$ cat src/rtl/led_pkg.sv
// Shared types and constants for the status-code LED blinker.
// Holds the FSM state encoding and the special code values.
package led_pkg;

  localparam int CODE_W = 4;

  localparam logic [CODE_W-1:0] CODE_OFF   = 4'd0;
  localparam logic [CODE_W-1:0] CODE_SOLID = 4'd15;

  typedef enum logic [2:0] {
    ST_IDLE,
    ST_SOLID,
    ST_ON,
    ST_OFF,
    ST_GAP
  } state_e;

endpackage

$ cat src/rtl/led_phase_timer.sv
// Loadable down-counter timing one blink phase.
// Holds at zero until the next load.
module led_phase_timer #(
  parameter int W = 4
) (
  input  logic         clk_i,
  input  logic         rst_i,
  input  logic         load_i,
  input  logic [W-1:0] load_val_i,
  output logic [W-1:0] value_o,
  output logic         zero_o
);

  logic [W-1:0] value_q;
  logic [W-1:0] value_d;

  always_comb begin
    value_d = value_q;
    if (load_i) begin
      value_d = load_val_i;
    end else if (value_q != '0) begin
      value_d = value_q - W'(1);
    end
  end

  always_ff @(posedge clk_i or posedge rst_i) begin
    if (rst_i) begin
      value_q <= '0;
    end else begin
      value_q <= value_d;
    end
  end

  assign value_o = value_q;
  assign zero_o  = (value_q == '0);

endmodule

$ cat src/rtl/led_blink_code.sv
// Status-code LED: blinks code N as N pulses followed by a gap.
// Codes arriving mid-sequence wait in a one-entry pending slot.
module led_blink_code
  import led_pkg::*;
#(
  parameter int TICK_CYCLES = 25_000_000,
  parameter int GAP_UNITS   = 4
) (
  input  logic              sysclk2,
  input  logic              rst,
  input  logic [CODE_W-1:0] code,
  input  logic              code_valid,
  output logic              code_ready,
  output logic              led,
  output logic              busy
);

  localparam int GAP_CYC = GAP_UNITS * TICK_CYCLES;
  localparam int TW      = (GAP_CYC > 2) ? $clog2(GAP_CYC) : 1;

  localparam logic [TW-1:0] UNIT_LD = TW'(TICK_CYCLES - 1);
  localparam logic [TW-1:0] GAP_LD  = TW'(GAP_CYC - 1);

  state_e            state_q, state_d;
  logic [CODE_W-1:0] pulses_q, pulses_d;
  logic [CODE_W-1:0] act_q, act_d;
  logic [CODE_W-1:0] pend_q, pend_d;
  logic              pend_vld_q, pend_vld_d;
  logic              led_q, led_d;

  logic              hs;
  logic              start;
  logic [CODE_W-1:0] start_code;
  logic              tmr_ld;
  logic [TW-1:0]     tmr_ld_val;
  logic [TW-1:0]     tmr_val;
  logic              tmr_zero;

  led_phase_timer #(
    .W (TW)
  ) u_timer (
    .clk_i      (sysclk2),
    .rst_i      (rst),
    .load_i     (tmr_ld),
    .load_val_i (tmr_ld_val),
    .value_o    (tmr_val),
    .zero_o     (tmr_zero)
  );

  assign code_ready = ~pend_vld_q;
  assign hs         = code_valid & code_ready;

  always_comb begin
    state_d    = state_q;
    pulses_d   = pulses_q;
    act_d      = act_q;
    pend_d     = pend_q;
    pend_vld_d = pend_vld_q;
    start      = 1'b0;
    start_code = act_q;
    tmr_ld     = 1'b0;
    tmr_ld_val = UNIT_LD;

    unique case (state_q)
      ST_IDLE, ST_SOLID: begin
        if (hs) begin
          start      = 1'b1;
          start_code = code;
        end
      end
      ST_ON: begin
        if (hs) begin
          pend_vld_d = 1'b1;
          pend_d     = code;
        end
        if (tmr_zero) begin
          pulses_d = pulses_q - 4'd1;
          tmr_ld   = 1'b1;
          if (pulses_q == 4'd1) begin
            state_d    = ST_GAP;
            tmr_ld_val = GAP_LD;
          end else begin
            state_d = ST_OFF;
          end
        end
      end
      ST_OFF: begin
        if (hs) begin
          pend_vld_d = 1'b1;
          pend_d     = code;
        end
        if (tmr_zero) begin
          state_d = ST_ON;
          tmr_ld  = 1'b1;
        end
      end
      ST_GAP: begin
        if (tmr_zero) begin
          // Sequence boundary: pending wins, then a bypass handshake,
          // otherwise replay the active code.
          start = 1'b1;
          if (pend_vld_q) begin
            start_code = pend_q;
            pend_vld_d = 1'b0;
          end else if (hs) begin
            start_code = code;
          end
        end else if (hs) begin
          pend_vld_d = 1'b1;
          pend_d     = code;
        end
      end
      default: state_d = ST_IDLE;
    endcase

    if (start) begin
      act_d = start_code;
      unique case (1'b1)
        (start_code == CODE_OFF):   state_d = ST_IDLE;
        (start_code == CODE_SOLID): state_d = ST_SOLID;
        default: begin
          state_d    = ST_ON;
          pulses_d   = start_code;
          tmr_ld     = 1'b1;
          tmr_ld_val = UNIT_LD;
        end
      endcase
    end

    led_d = (state_d == ST_SOLID) || (state_d == ST_ON);
  end

  always_ff @(posedge sysclk2 or posedge rst) begin
    if (rst) begin
      state_q    <= ST_IDLE;
      pulses_q   <= '0;
      act_q      <= CODE_OFF;
      pend_q     <= '0;
      pend_vld_q <= 1'b0;
      led_q      <= 1'b0;
    end else begin
      state_q    <= state_d;
      pulses_q   <= pulses_d;
      act_q      <= act_d;
      pend_q     <= pend_d;
      pend_vld_q <= pend_vld_d;
      led_q      <= led_d;
    end
  end

  assign led  = led_q;
  assign busy = (state_q == ST_ON) || (state_q == ST_OFF) ||
                (state_q == ST_GAP);

  logic unused_ok;
  assign unused_ok = ^tmr_val;

endmodule

$ cat config.mk
export PLATFORM = sky130hd
export DESIGN_NAME = led_blink_code
export DESIGN_NICKNAME = d
export VERILOG_FILES = /design/src/rtl/led_pkg.sv /design/src/rtl/led_phase_timer.sv /design/src/rtl/led_blink_code.sv
export SDC_FILE = /design/constraint.sdc
export NUM_CORES = 1
export LEC_CHECK = 0
export CAP_MARGIN = 20
export CORE_MARGIN = 4
export CORE_UTILIZATION = 43
export DETAILED_ROUTE_END_ITERATION = 7
export GPL_TIMING_DRIVEN = 0
export HOLD_SLACK_MARGIN = 0.15
export PLACE_DENSITY = 0.67
export SLEW_MARGIN = 20
export SYNTH_ARGS = -nofsm -noshare
export SYNTH_HDL_FRONTEND = slang
export SYNTH_SLANG_ARGS = --single-unit
export TNS_END_PERCENT = 100
$ cat constraint.sdc
create_clock -name sysclk2 -period 3.2 [get_ports sysclk2]
set_input_delay 0.32 -clock sysclk2 [delete_from_list [all_inputs] [get_ports sysclk2]]
set_output_delay 0.32 -clock sysclk2 [all_outputs]
set_load 0.02 [all_outputs]
# After elaboration in Yosys (flattened, before gate mapping)
# Cells that the tools add are included.
[classes]
n_addsub = 2
n_mul = 0
div = 0
n_lt_le_gt_ge = 0
n_eq_ne = 9
shift = 0
mux = 33
bitwise_logic = 2
n_reduce_logical = 14
[op_table]
columns = ["cell", "n"]
rows = [
  ["2-to-1 mux 27 bit", 7],
  ["2-to-1 mux 4 bit", 9],
  ["zero test 27 bit", 1],
  ["nonzero test 27 bit", 1],
  ["subtractor 27 x 1 -> 27 bit, second input constant", 1],
  ["one-hot mux 4 bit (2 select lines)", 2],
  ["2-to-1 mux 3 bit", 4],
  ["== test 3 x 2 -> 1 bit, second input constant", 3],
  ["one-hot mux 3 bit (3 select lines)", 1],
  ["2-to-1 mux 1 bit", 7],
  ["== test 3 x 1 -> 1 bit, second input constant", 2],
  ["OR reduction 2 bit", 3],
  ["== test 4 x 1 -> 1 bit, second input constant", 1],
  ["== test 4 bit, second input constant", 1],
  ["zero test 4 bit", 1],
  ["one-hot mux 1 bit (2 select lines)", 2],
  ["one-hot mux 2 bit (2 select lines)", 1],
  ["nonzero test 2 bit", 2],
  ["subtractor 4 x 1 -> 4 bit, second input constant", 1],
  ["== test 3 bit, second input constant", 1],
  ["zero test 3 bit", 1],
  ["logical OR 1 bit", 3],
  ["OR reduction 3 bit", 1],
  ["inequality test 2 bit, second input constant", 1],
  ["other kinds (3)", 3],
]
[word_totals]
ff_bits = 44
latch_bits = 0
ramBits = 0
rom_bits = 0
in_bits = 7
out_inout_bits = 3
elab_cells = 67
mem_count = 0

# Depth between registers and ports, before layout
# Gate-level depths: netlist of the first run.
[depth]
word_depth = 11
depth_mapped = 11
mapped_depth_nobuf = 9

# Hierarchy
# Synthesis of the first run repeated with hierarchy kept, for this count alone.
[unflattened]
hier_cells = 277
hier_area_um2 = 2713.9
[modules_own_cells]
columns = ["module", "instances", "cells_each", "area_per_inst_um2", "seq_area_each_um2"]
rows = [
  ["led_phase_timer", 1, 161, 1555.2, 675.6],
  ["led_blink_code", 1, 116, 1158.6, 425.4],
]

# Worst setup path before layout of the first run
# OpenSTA, ideal clock, no wires.
[synth_timing]
path_type = "register -> register"
start = "register u_timer.value_q[0], in the netlist u_timer.value_o[0]"
end = "register pulses_q[0]"
setup_ns = 0.121
arrival_ns = 2.767
required_time_ns = 3.079
path_slack_ns = 0.312
path_stages_with_launch = 12
n_path_buf = 2
period_less_slack_ns = 2.888
path_cell_list = "dfrtp_1 -> inv_1 -> ha_1 -> or4b_4 -> nor4_2 -> buf_4 -> a21oi_1 -> a311oi_1 -> o41a_1 -> nand2_1 -> buf_4 -> a22o_1"
[synth_between]
elab_chain_len = 7
elab_cells_between_ends = 12
cone_classes = "eq/ne: 1; mux: 8; reduce/logical: 3"
[synth_lines]
columns = ["item", "line_no", "rtl"]
rows = [
  ["start, declared", "led_phase_timer.sv:14", "logic [W-1:0] value_q;"],
  ["start signal, assigned", "led_phase_timer.sv:30", "value_q <= value_d;"],
  ["zero test 27 bit *", "led_phase_timer.sv:35", "assign zero_o = (value_q == '0);"],
  ["2-to-1 mux 4 bit", "led_blink_code.sv:98", "if (tmr_zero) begin"],
  ["one-hot mux 4 bit (2 select lines)", "led_blink_code.sv:64", "unique case (state_q)"],
  ["== test 4 bit / zero test 4 bit (equally long branches)", "led_blink_code.sv:120, led_blink_code.sv:119", ""],
  ["OR reduction 2 bit (no line)", "-", ""],
  ["2-to-1 mux 4 bit", "led_blink_code.sv:118", "unique case (1'b1)"],
  ["2-to-1 mux 4 bit *", "led_blink_code.sv:116", "if (start) begin"],
  ["via pulses_d[0]", "led_blink_code.sv:25", "logic [CODE_W-1:0] pulses_q, pulses_d;"],
  ["end signal, assigned", "led_blink_code.sv:143", "pulses_q <= pulses_d;"],
  ["end, declared", "led_blink_code.sv:25", ""],
]
# The timed path passes the listed nets; every way through them passes the cells marked *.
# A chain may end at the register's enable or synchronous reset.

# Final worst setup path of the first run
# Ends and elaborated chain as after synthesis.

==> run metrics, run 1 <==
Top FF cell, synth=dfrtp_1; number of global-route vias before repair=1,895; M1 GR Usage=about 22%; CP Data Arrival Time=roughly 3300 ps; Routed WL per cell=roughly 15 um; sequential cell area fraction in the yosys report=43.7%; DRT iter0 DRCs=between 100 and 150; clock slew at reported path FFs=~90 ps; fillcell total=around 540; worst r2r path cells=11; Hold Crit Class=in -> async; Tcrit/Tclk final=just under 100%; Final Hold Vio Count=0; CP Capture Type=register; maximum VDD drop=around 210 uV; CP Class=reg -> reg; worst-path cell chain=inv_1, ha_1, or4b_4, nor4_4, buf_6, a21oi_1, a311oi_2, o41a_1, nand2_2, buf_4, a22o_1; Synth Register Bits=44; critical path fanouts, max=10; GRT Overall Usage=between 15 and 20%; most frequent cells in the layout=44 x dfrtp_1, 39 x nand2_1, 20 x nor2_1; io pins=10; PwrDens=around 540 nW/um2; initial core utilization=around 45%; nets=around 300; area of the multi-input gates=roughly 1300 um2; met2 usage=roughly a quarter; Max Clk Rate=roughly 320 MHz; Post-DP HPWL=roughly 3800 um; input/output buffers=8; post-synth net total=280; placed cells=between 300 and 400; GR peak layer=met2; Synth top area share=between 40 and 50%; syn_area_per_cell=just over 9 um2; first-pass GRT wire length=between 9000 and 10,000 um; initial antenna violation count=0; Post-route DRC=0; vias=1,971; CTS root buf=clkbuf_8; met3 Use GR=3.04%; TritonCTS clock tree=done; FF+latch area=approximately 1100 um2; clk buf depth=2; Leakage=1.22 nW; Die X=~85 um; routed vias/inst=between 5 and 6; EDFF count, synth=0; Yosys warnings=0; status=finished clean; minimum clock period=3100 ps; number of max-cap violations=0; full die area=7140 um2; Netlist cell types=45; layout cells sized above 1=12.5%; Worst EP required=around 3400 ps; # setup viols final=0; commonest non-fill, non-tap cell in the layout=dfrtp_1; Synth area leaders=dfrtp_1 44%, nand2_1 6.0%, xor2_1 5.6%; instance count of the mapped netlist=270; hold_buf cts=0; Routed WL=5440 um; Die H=84.5 um; clock buffer count from CTS=5; mapped cell area=2520 um2; Synth area leader=dfrtp_1; Post-DRT Antenna Nets=0; flop-to-flop setup slack=between 90 and 100 ps; num rows=27; Worst R2R Start=u_timer.value_o[0]; largest net degree at the start of global routing=34; Slew headroom=a little over half; Power Total=roughly 1.6 mW; worst-skew pair later-pin latency=approximately 300 ps; H-tree Lvls=2; clock skew=around 11 ps; Area Growth Syn to Fin=15.9%; clock sinks=44; post-route cell area=between 2000 and 3000 um2; fin. max-slew vios=0; GPL Wtd Cong=about 0.84; Worst Setup Start Kind=register; CP max-delay cell=or4b_4; worst slew pin tran=between 600 and 700 ps; Pre-antenna DRT Iters=4; GRT overflow=0; diodes inserted=0; dpl cell area=approximately 2700 um2; Final Instance Count excl. Fillers=roughly 370; RR Endpoint=pulses_q[0]; Core Footprint=around 5600 um2; max incr delay on CP=around 500 ps; Post-synth ARST share=100%
==> per-stage QoR <==
| step | setup TNS, ps | hold slack, ps | util (%) | worst slack, ps |
|---|---|---|---|---|
| 6_report | 0 | 268 | 52.0 | 96.8 |
| 5_1_grt | -166 | 275 | 52.0 | -38.3 |
| 3_3_place_gp | -5570 | 492 | 47.9 | -242 |
| 3_5_place_dp | -5740 | 495 | 48.3 | -238 |
| 2_1_floorplan | 0 | 472 | - | 312 |
| 4_1_cts | 0 | 269 | 50.9 | 4.01 |
==> synth_stat cells (3+ instances only) <==
master,n
dfrtp_1,44
nand2_1,40
nor2_1,20
xor2_1,16
o21ai_0,13
xnor2_1,12
inv_1,11
a21oi_1,10
or3_1,9
nor3_1,8
mux2i_1,7
and2_1,6
clkbuf_1,6
nor4_1,6
a311oi_1,5
nand2b_1,5
a22oi_1,4
and3_1,4
buf_4,4
mux2_2,4
nand3_1,4
ha_1,3
nor3b_1,3
o2bb2ai_1,3
==> kinds of logic (layout without fill, tap and decap cells) <==
group | Yosys count | count (layout) | synth area share, %
AND/OR/NAND/NOR | 116 | 116 | 24.0
buffers and inverters | 23 | 49 | 4.37
AO/OA/AOI/OAI | 45 | 45 | 12.1
flip-flops | 44 | 44 | 43.7
adder cells (fa/ha/maj) | 3 | 3 | 1.49
XOR/XNOR | 28 | 28 | 9.74
multiplexers | 11 | 11 | 4.57
==> worst max-delay path: cells and delay by family, from the launching register on <==
| family | cells | cell delay, ps |
|---|---|---|
| AOI/OAI and AO/OA | 4 | 1070 |
| and+or+nand+nor | 3 | 910 |
| buffers and inverters | 3 | 450 |
| DFF | 1 | 380 |
| adders and majority gates | 1 | 160 |
==> where the power goes <==
part / total (mW) / internal [mW] / switching (mW)
combinational: 0.382 / 0.189 / 0.193
clock: 0.424 / 0.232 / 0.192
sequential: 0.765 / 0.661 / 0.104
==> worst max-delay path by stage <==
stage                                  start                  end  depth (start not counted)
after CTS                 u_timer.value_o[0]          pulses_q[0]                         11
after global placement    u_timer.value_o[0]          pulses_q[2]                         11
after detailed placement  u_timer.value_o[0]  u_timer.value_o[21]                         11
after floorplan           u_timer.value_o[0]          pulses_q[0]                         11
final                     u_timer.value_o[0]          pulses_q[0]                         11
after global routing      u_timer.value_o[0]          pulses_q[0]                         11
==> final cells by class <==
type	count	area share, %
plain buffers	12	2.49
clock buffers	6	2.49
clock inverters	2	1.20
inverters	11	1.42
multi-input cells	203	45.8
flip-flops and latches	44	37.8
well taps	72	3.09
repair buffers	18	5.75
==> registers in the layout, summed over array words and instances (netlist names) <==
name	cells
u_timer.value_o	27
act_q	4
pend_q	4
pulses_q	4
state_q	3
led	1
pend_vld_q	1
==> routing by layer <==
layer  wire length (um)  share of wire, %
met5                  0                 0
met4                105               1.9
met3                177               3.3
met2               2460                45
met1               2700                50
==> repair_timing <==
item,4_1_cts,5_1_grt
endpoints found under the hold margin,0,0
gates resized for setup,3,4
pin swaps,4,4
setup buffers,3,6
setup endpoints to repair,30,31
Note: power is estimated with default switching activity, not from simulation.
==> run 2: changes to the inputs <==
- CTS_CLUSTER_SIZE: not set -> 25
==> results of run 2 <==
Same layout as run 1: the final DEF is identical, and so are final timing and power.
==> run 3: changes to the inputs <==
- MAX_ROUTING_LAYER: not set -> met4
- SLEW_MARGIN: 20 -> not set
==> run metrics, run 3 (same netlist as run 1, synthesis figures left out) <==
status=finished clean; Sw Share=31.1% (-0.047 points); H-tree Lvls=2 (unchanged); CP Data Arrival Time=3280 ps (about the same); most frequent cells in the layout=44 x dfrtp_1, 39 x nand2_1, 20 x nor2_1; Switch Pwr=0.488 mW (-0.22%); num rows=27 (unchanged); Leakage=1.22 nW (unchanged); max FFs per register=27 (unchanged); routed vias/inst=5.34 (-0.25%); CP Class=reg -> reg; diodes inserted=0 (unchanged); Tcrit/Tclk final=96.9% (about the same); layout cells sized above 1=12.5% (unchanged); minimum clock period=3100 ps (-1.73 ps); Worst R2R Start=u_timer.value_o[0]; CTS root buf=clkbuf_8; Max Clk Rate=322 MHz (about the same); input/output buffers=8 (unchanged); clk buf depth=2 (unchanged); combinational share of power=24.3% (about the same); Final Hold Vio Count=0 (unchanged); RR Endpoint=pulses_q[0]; maximum VDD drop=214 uV (about the same); flop-to-flop setup slack=100 ps (about the same); clock buffer count from CTS=5 (unchanged); Post-DRT Antenna Nets=0 (unchanged); GRT overflow=0 (unchanged); full die area=7140 um2 (unchanged); initial antenna violation count=0 (unchanged); fillcell total=539 (unchanged); commonest non-fill, non-tap cell in the layout=dfrtp_1; first-pass GRT wire length=9190 um (about the same); PwrDens=538 nW/um2 (about the same); fin. max-slew vios=0 (unchanged); Critical Path Source=u_timer.value_o[0]; io pins=10 (unchanged); vias=1,966 (-0.25%); Routed WL=5450 um (+0.15%); crit path to=pulses_q[0]; Int Pwr=1.08 mW (about the same); initial core utilization=44.9% (unchanged); worst slew pin tran=680 ps (+0.0752 ps); placed cells=351 (unchanged); Die X=84.5 um (unchanged); Routed WL per cell=14.8 um (+0.15%); critical path fanouts, max=10 (unchanged); largest net degree at the start of global routing=34 (unchanged); Post-route DRC=0 (unchanged); clock skew=9.89 ps (-0.815 ps); GRT Overall Usage=16.3% (+0.50 points); Min Hold Slack=269 ps (+1.18 ps); clock sinks=44 (unchanged); GPL Wtd Cong=0.856 (+1.6%); # setup viols final=0 (unchanged); worst-skew pair later-pin latency=300 ps (about the same); CP Capture Type=register; Clock power frac=27.0% (about the same); Worst Setup Start Kind=register; DRT iter0 DRCs=142 (+15%); nets=305 (unchanged); Seq pwr share=48.7% (about the same); Final Instance Count excl. Fillers=368 (unchanged); Die H=84.5 um (unchanged); Post-DP HPWL=3800 um (unchanged); Core Footprint=5610 um2 (unchanged); worst r2r path cells=11 (unchanged); clock slew at reported path FFs=90 ps (about the same); TritonCTS clock tree=done; number of max-cap violations=0 (unchanged); Pre-antenna DRT Iters=4 (unchanged); number of global-route vias before repair=1,893 (-0.11%); Slew headroom=54.0% (about the same); Hold Crit Class=in -> async; Worst EP required=3380 ps (about the same); Area Growth Syn to Fin=15.9% (unchanged)
## run 3: what timing repair did
action | 4_1_cts | 5_1_grt
resized for setup | 3 | 4
hold buffers | 0 | 0
buffers inserted | 3 | 6
hold endpoints to repair | 0 | 0
setup endpoints to repair | 30 | 31
pin swaps | 4 | 4
## run 3: how the worst min path moves through the flow
| stage | end | cells after the start | startpoint | slack, ps |
|---|---|---|---|---|
| after floorplan | pend_q[0] | 1 | code[0] | 470 |
| after global placement | pend_q[0] | 1 | pend_q[0] | 490 |
| after detailed placement | pend_q[1] | 1 | pend_q[1] | 500 |
| after CTS | u_timer.value_o[1] | 2 | rst | 270 |
| after global routing | u_timer.value_o[1] | 2 | rst | 280 |
| final | u_timer.value_o[1] | 2 | rst | 270 |
## run 3: per-stage QoR
step	area [um2]	util, %	setup WS [ps]	power (mW)	setup TNS (ps)
after detailed placement	2710	48.3	-238	1.14	-5740
after floorplan	2520	-	312	1.05	0
after global placement	2690	47.9	-242	1.13	-5570
after global routing	2920	52.0	-38.3	1.67	-174
after CTS	2860	50.9	4.01	1.58	0
final	2920	52.0	98.6	1.57	0
## run 3: power by group through the flow
stage | Sequential, mW | Combinational [mW] | Clock, mW
after detailed placement | 0.775 | 0.370 | 0
after CTS | 0.765 | 0.377 | 0.437
after global routing | 0.782 | 0.436 | 0.455
after floorplan | 0.754 | 0.295 | 0
final | 0.765 | 0.382 | 0.423
after global placement | 0.771 | 0.358 | 0
## run 3: area by class of cell
class                   count  area [um2]  area share, %
well taps                  72        90.1           3.09
multi-input cells         203        1340           45.8
clock inverters             2        35.0           1.20
plain buffers              12        72.6           2.49
repair buffers             18         168           5.75
inverters                  11        41.3           1.42
clock buffers               6        72.6           2.49
flip-flops and latches     44        1100           37.8
## run 3: worst max-delay path, stage by stage (launching register included)
cell	delay (ps)
dfrtp_1	380
inv_1	90
ha_1	160
or4b_4	510
nor4_4	320
buf_6	170
a21oi_1	80
a311oi_2	400
o41a_1	380
nand2_2	100
buf_4	190
a22o_1	200
## run 3: routing by layer
| layer | GRT usage (%) | share of wire (%) | vias up |
|---|---|---|---|
| li1 | - | - | 988 |
| met4 | 4.89 | 1.9 | 0 |
| met2 | 24.8 | 45 | 39 |
| met3 | 3.04 | 3.9 | 10 |
| met5 | - | 0 | - |
| met1 | 22.2 | 49 | 929 |
